$ cat src/rtl/forward_hazard_unit.sv
// Forwarding and hazard-detection unit for a classic 5-stage pipeline.
// Produces ALU operand bypass selects, load-use / RAW stall control,
// branch flush control and a saturating stall-cycle counter.
module forward_hazard_unit #(
    parameter int ADDR_W     = 5,
    parameter int LOAD_STALL = 1,
    parameter int FWD_EN     = 1,
    parameter int CNT_W      = 16
) (
    input  logic              clk,
    input  logic              reset,
    input  logic              id_valid,
    input  logic [ADDR_W-1:0] id_rs,
    input  logic [ADDR_W-1:0] id_rt,
    input  logic [ADDR_W-1:0] ex_rs,
    input  logic [ADDR_W-1:0] ex_rt,
    input  logic [ADDR_W-1:0] ex_rd,
    input  logic [ADDR_W-1:0] mem_rd,
    input  logic [ADDR_W-1:0] wb_rd,
    input  logic              ex_regwrite,
    input  logic              mem_regwrite,
    input  logic              wb_regwrite,
    input  logic              ex_memread,
    input  logic              branch_taken,
    output logic [1:0]        forward_a,
    output logic [1:0]        forward_b,
    output logic              pc_write,
    output logic              ifid_write,
    output logic              idex_bubble,
    output logic              ifid_flush,
    output logic              stall_active,
    output logic [CNT_W-1:0]  stall_cnt
);

    typedef enum logic {
        RUN   = 1'b0,
        STALL = 1'b1
    } state_t;

    // Remaining stall cycles loaded when a multi-cycle load-use stall begins.
    localparam logic [2:0] REM_INIT = 3'(LOAD_STALL - 1);
    localparam logic [CNT_W-1:0] CNT_MAX = {CNT_W{1'b1}};
    localparam logic [CNT_W-1:0] CNT_ONE = {{(CNT_W-1){1'b0}}, 1'b1};

    // A writer only matches a real, nonzero destination; r0 is hard-wired zero.
    function automatic logic wr_match(input logic              we,
                                      input logic [ADDR_W-1:0] rd,
                                      input logic [ADDR_W-1:0] src);
        return we && (rd != {ADDR_W{1'b0}}) && (rd == src);
    endfunction

    state_t           state_q, state_d;
    logic [2:0]       rem_q, rem_d;
    logic [CNT_W-1:0] stall_cnt_q, stall_cnt_d;

    logic [1:0] fwd_a_s, fwd_b_s;
    logic       hazard_s;
    logic       pc_write_s, ifid_write_s, idex_bubble_s, ifid_flush_s;

    // Operand bypass selects: MEM result is younger, so it wins over WB.
    always_comb begin
        fwd_a_s = 2'b00;
        fwd_b_s = 2'b00;
        if (FWD_EN != 0) begin
            if (wr_match(mem_regwrite, mem_rd, ex_rs)) begin
                fwd_a_s = 2'b10;
            end else if (wr_match(wb_regwrite, wb_rd, ex_rs)) begin
                fwd_a_s = 2'b01;
            end else begin
                fwd_a_s = 2'b00;
            end
            if (wr_match(mem_regwrite, mem_rd, ex_rt)) begin
                fwd_b_s = 2'b10;
            end else if (wr_match(wb_regwrite, wb_rd, ex_rt)) begin
                fwd_b_s = 2'b01;
            end else begin
                fwd_b_s = 2'b00;
            end
        end else begin
            fwd_a_s = 2'b00;
            fwd_b_s = 2'b00;
        end
    end

    // Hazard detect: only loads stall when bypassing exists; otherwise any
    // in-flight EX/MEM producer of an ID source must be waited out.
    always_comb begin
        hazard_s = 1'b0;
        if (FWD_EN != 0) begin
            hazard_s = id_valid && ex_memread &&
                       (wr_match(ex_regwrite, ex_rd, id_rs) ||
                        wr_match(ex_regwrite, ex_rd, id_rt));
        end else begin
            hazard_s = id_valid &&
                       (wr_match(ex_regwrite,  ex_rd,  id_rs) ||
                        wr_match(ex_regwrite,  ex_rd,  id_rt) ||
                        wr_match(mem_regwrite, mem_rd, id_rs) ||
                        wr_match(mem_regwrite, mem_rd, id_rt));
        end
    end

    // Stall FSM next-state and pipeline control; branch overrides any stall,
    // and an asserted reset forces the quiescent control values.
    always_comb begin
        state_d       = state_q;
        rem_d         = rem_q;
        pc_write_s    = 1'b1;
        ifid_write_s  = 1'b1;
        idex_bubble_s = 1'b0;
        ifid_flush_s  = 1'b0;
        if (!reset) begin
            state_d = RUN;
            rem_d   = 3'd0;
        end else if (branch_taken) begin
            ifid_flush_s  = 1'b1;
            idex_bubble_s = 1'b1;
            state_d       = RUN;
            rem_d         = 3'd0;
        end else begin
            case (state_q)
                RUN: begin
                    if (hazard_s) begin
                        pc_write_s    = 1'b0;
                        ifid_write_s  = 1'b0;
                        idex_bubble_s = 1'b1;
                        if ((LOAD_STALL > 1) && (FWD_EN != 0)) begin
                            state_d = STALL;
                            rem_d   = REM_INIT;
                        end else begin
                            state_d = RUN;
                            rem_d   = 3'd0;
                        end
                    end else begin
                        state_d = RUN;
                        rem_d   = 3'd0;
                    end
                end
                STALL: begin
                    pc_write_s    = 1'b0;
                    ifid_write_s  = 1'b0;
                    idex_bubble_s = 1'b1;
                    if (rem_q <= 3'd1) begin
                        state_d = RUN;
                        rem_d   = 3'd0;
                    end else begin
                        state_d = STALL;
                        rem_d   = rem_q - 3'd1;
                    end
                end
                default: begin
                    state_d = RUN;
                    rem_d   = 3'd0;
                end
            endcase
        end
    end

    // Saturating count of cycles in which the PC was held.
    always_comb begin
        stall_cnt_d = stall_cnt_q;
        if (!pc_write_s && (stall_cnt_q != CNT_MAX)) begin
            stall_cnt_d = stall_cnt_q + CNT_ONE;
        end else begin
            stall_cnt_d = stall_cnt_q;
        end
    end

    // State, remaining-stall and counter registers; reset clears them at once.
    always_ff @(posedge clk or negedge reset) begin
        if (!reset) begin
            state_q     <= RUN;
            rem_q       <= 3'd0;
            stall_cnt_q <= {CNT_W{1'b0}};
        end else begin
            state_q     <= state_d;
            rem_q       <= rem_d;
            stall_cnt_q <= stall_cnt_d;
        end
    end

    assign forward_a    = fwd_a_s;
    assign forward_b    = fwd_b_s;
    assign pc_write     = pc_write_s;
    assign ifid_write   = ifid_write_s;
    assign idex_bubble  = idex_bubble_s;
    assign ifid_flush   = ifid_flush_s;
    assign stall_active = (state_q == STALL);
    assign stall_cnt    = stall_cnt_q;

endmodule

$ cat config.mk
export PLATFORM = sky130hd
export DESIGN_NAME = forward_hazard_unit
export DESIGN_NICKNAME = d
export VERILOG_FILES = /design/src/rtl/forward_hazard_unit.sv
export SDC_FILE = /design/constraint.sdc
export NUM_CORES = 1
export LEC_CHECK = 0
export CAP_MARGIN = 20
export CORE_MARGIN = 1.5
export CORE_UTILIZATION = 40
export DETAILED_ROUTE_END_ITERATION = 12
export GPL_TIMING_DRIVEN = 0
export HOLD_SLACK_MARGIN = 0.15
export PLACE_DENSITY = 0.8
export SLEW_MARGIN = 15
export SYNTH_ARGS = -nofsm -noshare
export SYNTH_HDL_FRONTEND = slang
export SYNTH_SLANG_ARGS = --single-unit
$ cat constraint.sdc
create_clock -name clk -period 2.36 [get_ports clk]
set_input_delay 0.236 -clock clk [delete_from_list [all_inputs] [get_ports clk]]
set_output_delay 0.236 -clock clk [all_outputs]
set_load 0.005 [all_outputs]
==> metrics.md, run 1 <==
| Metric | Value |
|---|---|
| Status | complete, no violations |
| # setup viols final | 0 |
| Clock Power Share | about a third |
| # rows | 21 |
| Design Power | around 0.80 mW |
| Routed len/inst | ~13 um |
| Number of flops mapped to enable cells by yosys | 0 |
| Clk slew on worst S/H paths | 0.11 ns |
| Combinational group share of total power | a little over a fifth |
| Initial antenna violation count | 0 |
| Register area share after synthesis | approximately a third |
| Final global-route overflow total | 0 |
| VDD IR max | a little over 0.4 mV |
| Dpl hpwl | around 2700 um |
| Worst-Margin Slew | about 0.86 ns |
| Setup Crit Path Kind | in -> out |
| Startpoint Class | input pin |
| Final Hold Vio Count | 0 |
| Sw Ratio | 22.3% |
| Period Utilization, post-route | a little over nine tenths |
| HP Class | in -> reg |
| Finished Layout Cells | about 270 |
| Die footprint | ~4000 um2 |
| Drt first pass iters | 4 |
| Max Slew Vio Count | 0 |
| Crit path time final | roughly 2.3 ns |
| CTS tree | yes |
| Clk buf depth | 2 |
| Crit path required time | 2.12 ns |
| Cell variety after synth | 35 |
| Via count | around 1,300 |
| Syn nets | roughly 200 |
| Reg power frac | between 40% and 50% |
| Final wirelength | between 3000 and 4000 um |
| Drt drc | 0 |
| Inserted Clock Buffers | 3 |
| Max-Cap Viols | 0 |
| Main synth FF type | dfrtp_1 |
| Nets | between 200 and 300 |
| Number of port buffers | 67 |
| Fmax | around 0.43 GHz |
| Fin Clk Skew | 0.00251 ns |
| Rel. slew slack | between 40% and 50% |
| Ys Warns | 0 |
| Commonest cells after routing, fill and taps aside | 56 x clkdlybuf4s50_1, 24 x xor2_1, 20 x xnor2_1, 20 x dfrtp_1, 12 x nor2_1 |
| Most common cell after layout, fill and taps aside | clkdlybuf4s50_1 |
| Vias in the first global route | between 1,000 and 1,500 |
| Gpl congestion | about 0.77 |
| Leakage power total | 0.925 nW |
| RSZ-0062 raised after global routing | yes |
| CTS H-tree depth | 1 |
| Syn Area/Cell | between 9 and 10 um2 |
| Chip Width | roughly 63 um |
| Pwr per Cell Area | between 300 and 400 nW/um2 |
| Data arrival, critical path | a little over 2 ns |
| First-pass GRT wire length | 5770 um |
| Clk Latency, worst-skew pair | around 0.30 ns |
| Largest net degree at the start of global routing | 24 |
| Post-synthesis register bit count | 20 |
| Layout cell share with drive strength beyond 1 | between 10% and 20% |
| Placed insts | 262 |
| GRT Resource Usage Total | about 18% |
| Antenna diodes | 0 |
| Critical Path Fanout Max | 3 |
| Setup tns final | 0 ns |
| IO Count | a little under 70 |
| CTS sink count | 20 |
| Drt initial violations | 30 |
| Root Driver | clkbuf_4 |
| Post-Synthesis Cells | around 150 |
| Core area | between 3000 and 4000 um2 |
| Syn-to-layout area delta | 55.4% |
| Setup crit end kind | output port |
| Mapped Area | about 1500 um2 |
| Asr flop ratio synth | 100% |
| Net Sw Power | roughly 0.18 mW |
| P_int | 0.620 mW |
| Fillers | around 300 |
| Chip Height | 63.4 um |
| Post-route ant nets | 0 |
| Vias/cell | 4.95 |
| Initial Utilization | 42.7% |
## metal layers
layer	track usage (%)	vias to the layer above	routed length [um]
met5	0	-	0
met4	4.08	0	41
met3	1.96	8	179
met2	31.4	43	1770
met1	22.7	611	1590
li1	-	665	-
## power groups by stage
stage                     logic, mW  clock network [mW]  registers (mW)
after floorplan              0.0590                   0           0.355
after global placement        0.172                   0           0.355
after detailed placement      0.173                   0           0.356
after CTS                     0.172               0.283           0.349
after global routing          0.189               0.297           0.350
final                         0.174               0.275           0.349
## logic make-up after synthesis
logic type / synth area share (%)
and+or+nand+nor: 24.8
buffers and inverters: 3.86
DFF: 34.3
AOI/OAI and AO/OA: 6.60
xor gates and xnor gates: 26.4
adders and majority gates: 2.57
muxes: 1.46
## metrics by stage
step | setup slack [ns] | area [um2] | utilization, % | hold slack, ns
global placement | -0.366 | 2190 | 64.0 | 0.445
floorplan | 0.678 | 1460 | - | -0.0596
finish | 0.0535 | 2270 | 66.4 | 0.457
global route | -0.0642 | 2270 | 66.4 | 0.477
CTS | -0.0901 | 2240 | 65.5 | 0.180
detailed placement | -0.366 | 2190 | 64.0 | 0.454
## final cells by class
type / count / area, um2 / area share [%]
Timing Repair Buffer: 70 / 686 / 30.2
Tap cell: 46 / 57.6 / 2.54
Multi-Input combinational cell: 119 / 926 / 40.8
Inverter: 6 / 22.5 / 0.993
Sequential cell: 20 / 500 / 22.1
Buffer: 3 / 22.5 / 0.993
Clock inverter: 1 / 30.0 / 1.32
Clock buffer: 3 / 22.5 / 0.993
## what timing repair did
item / 4_1_cts / 5_1_grt
resized for setup: 12 / 5
setup endpoints to repair: 6 / 4
endpoints found under the hold margin: 0 / 20
hold buffers: 0 / 1
pin swaps: 2 / 5
buffers inserted: 1 / 1
## Yosys cell counts, types with 2 or more instances
cell type | n | area share (%)
xor2_1 | 24 | 14
dfrtp_1 | 20 | 34
xnor2_1 | 20 | 12
nor2_1 | 12 | 3.1
nand3_1 | 8 | 2.7
nand4_1 | 7 | 3.0
inv_1 | 6 | 1.5
nand3_2 | 6 | 4.1
and3_1 | 4 | 1.7
nand2_1 | 4 | 1.0
nor4_1 | 4 | 1.7
or4_1 | 4 | 2.1
ha_1 | 3 | 2.6
nor3_1 | 3 | 1.0
and2_1 | 2 | 0.86
buf_6 | 2 | 1.5
o21ai_0 | 2 | 0.69
## state kept, by name, summed over array words and instances (netlist names)
name	cells
rem_q	3
stall_active	1
stall_cnt	16
## critical path: stages
cell             delay, ns
clkdlybuf4s50_1       0.55
xnor2_1               0.14
nand3_1               0.09
nor4_1                0.47
clkdlybuf4s50_1       0.59
## final timing paths
check	depth (start not counted)	to	slack (ns)	startpoint
worst max-delay path	5	forward_a[1]	0.05	mem_rd[0]
min in group asynchronous	2	stall_cnt[2]	0.64	reset
worst min register to register	1	rem_q[0]	0.47	rem_q[0]
worst max register to register	6	stall_cnt[1]	0.48	stall_cnt[3]
worst min-delay path	4	stall_cnt[12]	0.46	reset
max in group asynchronous	2	stall_cnt[4]	1.19	reset
Power figures use the tool's default switching activity.
==> run 2: changes to the inputs <==
--- a/config.mk
+++ b/config.mk
@@ -6,12 +6,12 @@
 export NUM_CORES = 1
 export LEC_CHECK = 0
 export CAP_MARGIN = 20
-export CORE_MARGIN = 1.5
 export CORE_UTILIZATION = 40
 export DETAILED_ROUTE_END_ITERATION = 12
 export GPL_TIMING_DRIVEN = 0
 export HOLD_SLACK_MARGIN = 0.15
 export PLACE_DENSITY = 0.8
+export SETUP_SLACK_MARGIN = 0.05
 export SLEW_MARGIN = 15
 export SYNTH_ARGS = -nofsm -noshare
 export SYNTH_HDL_FRONTEND = slang
==> metrics.md, run 2 (synthesis results as in run 1) <==
| Metric | Value |
|---|---|
| Chip Height | 62.4 um (-1.6%) |
| # setup viols final | 0 (unchanged) |
| HP Class | reg -> reg |
| Multi-input combinational cell area | 937 um2 (+1.2%) |
| Worst-Margin Slew | 0.883 ns (+0.0212 ns) |
| Post-route setup slack | 0.0931 ns (+0.0396 ns) |
| Clk buf depth | 2 (unchanged) |
| Fmax | 0.441 GHz (+1.7%) |
| Inserted Clock Buffers | 3 (unchanged) |
| Data arrival, critical path | 2.03 ns (-0.04 ns) |
| Area post-placement | 2190 um2 (unchanged) |
| Most common cell after layout, fill and taps aside | clkdlybuf4s50_1 |
| Startpoint Class | input pin |
| Root Driver | clkbuf_4 |
| Post-Route Utilization | 67.3% (+0.92 points) |
| Period Utilization, post-route | 96.1% (-1.7 points) |
| CTS H-tree depth | 1 (unchanged) |
| Fillers | 287 (-3.0%) |
| Rel. slew slack | 40.9% (-1.4 points) |
| Largest net degree at the start of global routing | 24 (unchanged) |
| # rows | 21 (unchanged) |
| Fin Clk Skew | 0.0162 ns (+0.0137 ns) |
| Antenna diodes | 0 (unchanged) |
| RR Endpoint | stall_cnt[1] |
| Vias in the first global route | 1,252 (-0.95%) |
| Commonest cells after routing, fill and taps aside | 52 x clkdlybuf4s50_1, 24 x xor2_1, 20 x xnor2_1, 20 x dfrtp_1, 12 x nor2_1 |
| Status | complete, no violations |
| Clk slew on worst S/H paths | 0.10 ns (about the same) |
| Initial Utilization | 42.7% (unchanged) |
| Leakage power total | 0.946 nW (+2.3%) |
| First-pass GRT wire length | 5510 um (-4.4%) |
| Finished Cell Area | 2300 um2 (+1.4%) |
| CTS sink count | 20 (unchanged) |
| GRT Resource Usage Total | 17.5% (-0.16 points) |
| Max-Cap Viols | 0 (unchanged) |
| CTS tree | yes |
| WHS Path Cells | 1 (-3) |
| Design Power | 0.807 mW (+1.1%) |
| Crit path time final | 2.27 ns (-0.0396 ns) |
| Setup Crit Path Kind | in -> out |
| IO Count | 68 (unchanged) |
| Worst R2R Start | stall_cnt[3] |
| Critical Path Fanout Max | 3 (unchanged) |
| Register area | 500 um2 (unchanged) |
| Max FFs per register | 16 (unchanged) |
| Post-place setup slack | -0.383 ns (-0.0169 ns) |
| Final global-route overflow total | 0 (unchanged) |
| Hold WS | 0.462 ns (+0.00506 ns) |
| Post-route ant nets | 0 (unchanged) |
| Drt drc | 0 (unchanged) |
| Dpl hpwl | 2660 um (-3.1%) |
| Crit path required time | 2.12 ns (about the same) |
| Syn-to-layout area delta | 57.5% |
| Core area | 3420 um2 (unchanged) |
| Setup slack, reg-to-reg | 0.50 ns (+0.02 ns) |
| Layout cell share with drive strength beyond 1 | 13.9% (+2.2 points) |
| Hold endpoint | rem_q[0] |
| Die footprint | 3890 um2 (-3.1%) |
| Setup crit end kind | output port |
| Initial antenna violation count | 0 (unchanged) |
| Clk Latency, worst-skew pair | 0.31 ns (about the same) |
| Final wirelength | 3570 um (-0.36%) |
| Gpl congestion | 0.851 (+11%) |
| Final Hold Vio Count | 0 (unchanged) |
| Routed len/inst | 13.3 um (-0.73%) |
| Drt first pass iters | 4 (unchanged) |
| VDD IR max | 0.284 mV (-31%) |
| RSZ-0062 raised after global routing | yes |
| Via count | 1,316 (-0.83%) |
| Chip Width | 62.4 um (-1.6%) |
| Drt initial violations | 38 (+27%) |
| Number of port buffers | 67 (unchanged) |
| Nets | 270 (+0.37%) |
| Vias/cell | 4.89 (-1.2%) |
| Max Slew Vio Count | 0 (unchanged) |
| Worst hold start | rem_q[0] |
| R2R depth | 6 (unchanged) |
| Pwr per Cell Area | 351 nW/um2 (-0.27%) |
==> run 2: changes by cell type in the layout (fill, tap and decap cells not counted), moves of 2 or more <==
cell,delta
dlygate4sd2_1,-2
nor3_2,+2
dlymetal6s2s_1,+3
clkdlybuf4s50_1,-4
clkdlybuf4s15_1,+2
nor3_1,-2
==> run 2: area by class of cell <==
class | instances | share of cell area, %
Multi-Input combinational cell | 119 | 40.8
Timing Repair Buffer | 70 | 30.0
Sequential cell | 20 | 21.8
Tap cell | 46 | 2.50
Buffer | 4 | 1.63
Clock inverter | 1 | 1.31
Clock buffer | 3 | 0.980
Inverter | 6 | 0.980
==> run 2: repair_timing <==
action                                  4_1_cts  5_1_grt
hold buffers                                  0        1
hold endpoints to repair                      0       20
pin swaps                                     3        6
setup buffers                                 1        1
endpoints found under the setup margin        6        5
resized for setup                            13       16
==> run 2: worst max path at each step <==
stage	to	slack (ns)	startpoint
floorplan	pc_write	0.68	ex_rd[1]
global placement	pc_write	-0.37	ex_rd[1]
detailed placement	pc_write	-0.38	ex_rd[1]
CTS	pc_write	-0.09	ex_rd[4]
global route	forward_a[0]	-0.006	mem_rd[1]
finish	forward_b[1]	0.09	mem_rd[0]
==> run 2: metal layers <==
| metal | vias to the layer above | share of wire (%) | GRT usage (%) |
|---|---|---|---|
| met5 | - | 0 | 0 |
| met4 | 0 | 0.76 | 6.10 |
| met3 | 4 | 5.0 | 2.01 |
| met2 | 47 | 50 | 29.4 |
| met1 | 598 | 45 | 23.2 |
| li1 | 667 | - | - |
==> run 2: worst max-delay path, stage by stage <==
cell and delay, ns:
clkdlybuf4s50_1 0.55, xnor2_1 0.15, nand3_1 0.10, nor4_1 0.42
clkdlybuf4s50_1 0.58
==> run 2: through the flow <==
| stage | setup TNS, ns | cells |
|---|---|---|
| finish | 0 | 269 |
| global route | -0.00919 | 269 |
| CTS | -0.0880 | 267 |
| detailed placement | -4.12 | 262 |
| global placement | -3.51 | 262 |
| floorplan | 0 | 149 |
==> run 2: power breakdown <==
part | switching [mW] | internal [mW]
Sequential | 0.00364 | 0.345
Clock | 0.109 | 0.172
Combinational | 0.0733 | 0.105
Total | 0.186 | 0.622
==> run 3: changes to the inputs <==
--- a/config.mk
+++ b/config.mk
@@ -6,6 +6,7 @@
 export NUM_CORES = 1
 export LEC_CHECK = 0
 export CAP_MARGIN = 20
+export CORE_MARGIN = 5
 export CORE_UTILIZATION = 40
 export DETAILED_ROUTE_END_ITERATION = 12
 export GPL_TIMING_DRIVEN = 0
==> metrics.md, run 3 (synthesis results as in run 1) <==
| Metric | Value |
|---|---|
| CTS H-tree depth | 1 (unchanged) |
| Initial antenna violation count | 0 (unchanged) |
| Commonest cells after routing, fill and taps aside | 53 x clkdlybuf4s50_1, 24 x xor2_1, 20 x xnor2_1, 20 x dfrtp_1, 12 x nor2_1 |
| Root Driver | clkbuf_8 |
| Max Slew Vio Count | 0 (unchanged) |
| Gpl congestion | 0.886 (+4.1%) |
| Drt drc | 0 (unchanged) |
| GRT Resource Usage Total | 14.7% (-2.7 points) |
| Final global-route overflow total | 0 (unchanged) |
| Die footprint | 4950 um2 (+27%) |
| Fin Clk Skew | 0.00409 ns (-0.0121 ns) |
| Max-Cap Viols | 0 (unchanged) |
| Via count | 1,356 (+3.0%) |
| Vias in the first global route | 1,329 (+6.2%) |
| Clk slew on worst S/H paths | 0.07 ns (-0.03 ns) |
| Crit path required time | 2.12 ns (about the same) |
| Setup Crit Path Kind | in -> out |
| Leakage power total | 0.937 nW (-0.98%) |
| Setup crit end kind | output port |
| CTS sink count | 20 (unchanged) |
| Multi-input combinational cell area | 958 um2 (+2.3%) |
| Drt first pass iters | 4 (unchanged) |
| Data arrival, critical path | 2.08 ns (+0.05 ns) |
| Core area | 3610 um2 (+5.6%) |
| Layout cell share with drive strength beyond 1 | 17.7% (+3.8 points) |
| IO Count | 68 (unchanged) |
| Syn-to-layout area delta | 59.0% |
| Period Utilization, post-route | 98.3% (+2.3 points) |
| Final Hold Vio Count | 0 (unchanged) |
| Drt initial violations | 28 (-26%) |
| Rel. slew slack | 40.4% (-0.49 points) |
| Critical Path Fanout Max | 6 (+3) |
| Chip Height | 70.4 um (+13%) |
| Highest routed layer | met4 |
| Chip Width | 70.4 um (+13%) |
| Final wirelength | 3700 um (+3.6%) |
| Routed len/inst | 13.5 um (+1.7%) |
| Number of port buffers | 67 (unchanged) |
| CTS tree | yes |
| Most common cell after layout, fill and taps aside | clkdlybuf4s50_1 |
| Post-route ant nets | 0 (unchanged) |
| HP Class | reg -> reg |
| Crit path time final | 2.32 ns (+0.0540 ns) |
| Finished Cell Area | 2320 um2 (+0.93%) |
| # rows | 22 (+4.8%) |
| Max FFs per register | 16 (unchanged) |
| Antenna diodes | 0 (unchanged) |
| Vias/cell | 4.95 (+1.2%) |
| Initial Utilization | 40.5% (-2.3 points) |
| Clk Latency, worst-skew pair | 0.26 ns (-0.05 ns) |
| Register area | 500 um2 (unchanged) |
| Startpoint Class | input pin |
| Routed met2 length | 1750 um (-1.1%) |
| Design Power | 0.793 mW (-1.8%) |
| Inserted Clock Buffers | 3 (unchanged) |
| Nets | 273 (+1.1%) |
| Dpl hpwl | 2860 um (+7.8%) |
| First-pass GRT wire length | 5910 um (+7.3%) |
| Pwr per Cell Area | 342 nW/um2 (-2.7%) |
| VDD IR max | 0.315 mV (+11%) |
| RSZ-0062 raised after global routing | yes |
| # setup viols final | 0 (unchanged) |
| Largest net degree at the start of global routing | 24 (unchanged) |
| Area post-placement | 2190 um2 (+0.11%) |
| WL met1 | 1660 um (+4.2%) |
| Setup tns final | 0 ns (unchanged) |
| Fillers | 306 (+6.6%) |
| Fmax | 0.431 GHz (-2.3%) |
| Status | complete, no violations |
| Clk buf depth | 2 (unchanged) |
| Worst-Margin Slew | 0.890 ns (+0.00736 ns) |
| Met3 wire length | 221 um (+23%) |
## run 3: changes by cell type in the layout (fill, tap and decap cells not counted), sizes merged
cell / before / now
dlymetal6s2s: 5 / 0
clkdlybuf4s15: 2 / 0
clkdlybuf4s50: 52 / 53
dlygate4sd2: 6 / 10
buf: 5 / 8
bufinv: 1 / 0
clkbuf: 6 / 9
## run 3: metal layers
| layer | vias up | global-route usage (%) |
|---|---|---|
| li1 | 672 | - |
| met1 | 628 | 18.8 |
| met2 | 51 | 23.5 |
| met3 | 5 | 4.17 |
| met4 | 0 | 5.53 |
| met5 | - | 0 |
## run 3: stage by stage
step / hold slack [ns] / setup slack (ns) / cells / utilization (%)
5_1_grt: 0.501 / -0.0587 / 274 / 64.3
4_1_cts: 0.220 / -0.0972 / 269 / 62.5
3_5_place_dp: 0.455 / -0.388 / 264 / 60.7
2_1_floorplan: -0.0596 / 0.678 / 149 / -
3_3_place_gp: 0.447 / -0.383 / 264 / 60.7
6_report: 0.463 / 0.0391 / 274 / 64.3
## run 3: power by group
part	leakage (nW)	switching (mW)	total [mW]	internal, mW
combinational	0.634	0.0754	0.179	0.104
sequential	0.274	0.00354	0.349	0.345
clock	0.0288	0.116	0.265	0.149
total	0.937	0.195	0.793	0.598
## run 3: cell type report
cell class	count	area share, %
tap	48	2.59
inverter	6	0.971
sequential	20	21.6
timing repair buffer	73	29.6
clock buffer	4	2.37
buffer	4	1.62
multi-input combinational	119	41.3
## run 3: worst max-delay path, stage by stage
cell and delay [ns]:
clkdlybuf4s50_1 0.41, xor2_1 0.14, nor3_1 0.25, a22oi_2 0.14, o21bai_4 0.15, buf_8 0.13
nand2_2 0.06, buf_4 0.14, clkdlybuf4s50_1 0.43
## run 3: repair_timing
| action | in CTS | in global routing |
|---|---|---|
| pin swaps | 2 | 4 |
| hold endpoints to repair | 0 | 20 |
| buffers inserted | 1 | 4 |
| endpoints found under the setup margin | 6 | 5 |
| hold buffers | 0 | 1 |
| resized for setup | 18 | 16 |
## run 3: worst paths after layout
check | from | endpoint | slack, ns | cells past startpoint
max in group asynchronous | reset | rem_q[0] | 1.13 | 2
worst max-delay path | id_rs[1] | pc_write | 0.04 | 9
min in group asynchronous | reset | stall_cnt[2] | 0.68 | 2
worst min register to register | rem_q[0] | rem_q[0] | 0.46 | 1
worst max register to register | stall_cnt[3] | stall_cnt[1] | 0.56 | 6
worst min-delay path | rem_q[0] | rem_q[0] | 0.46 | 1
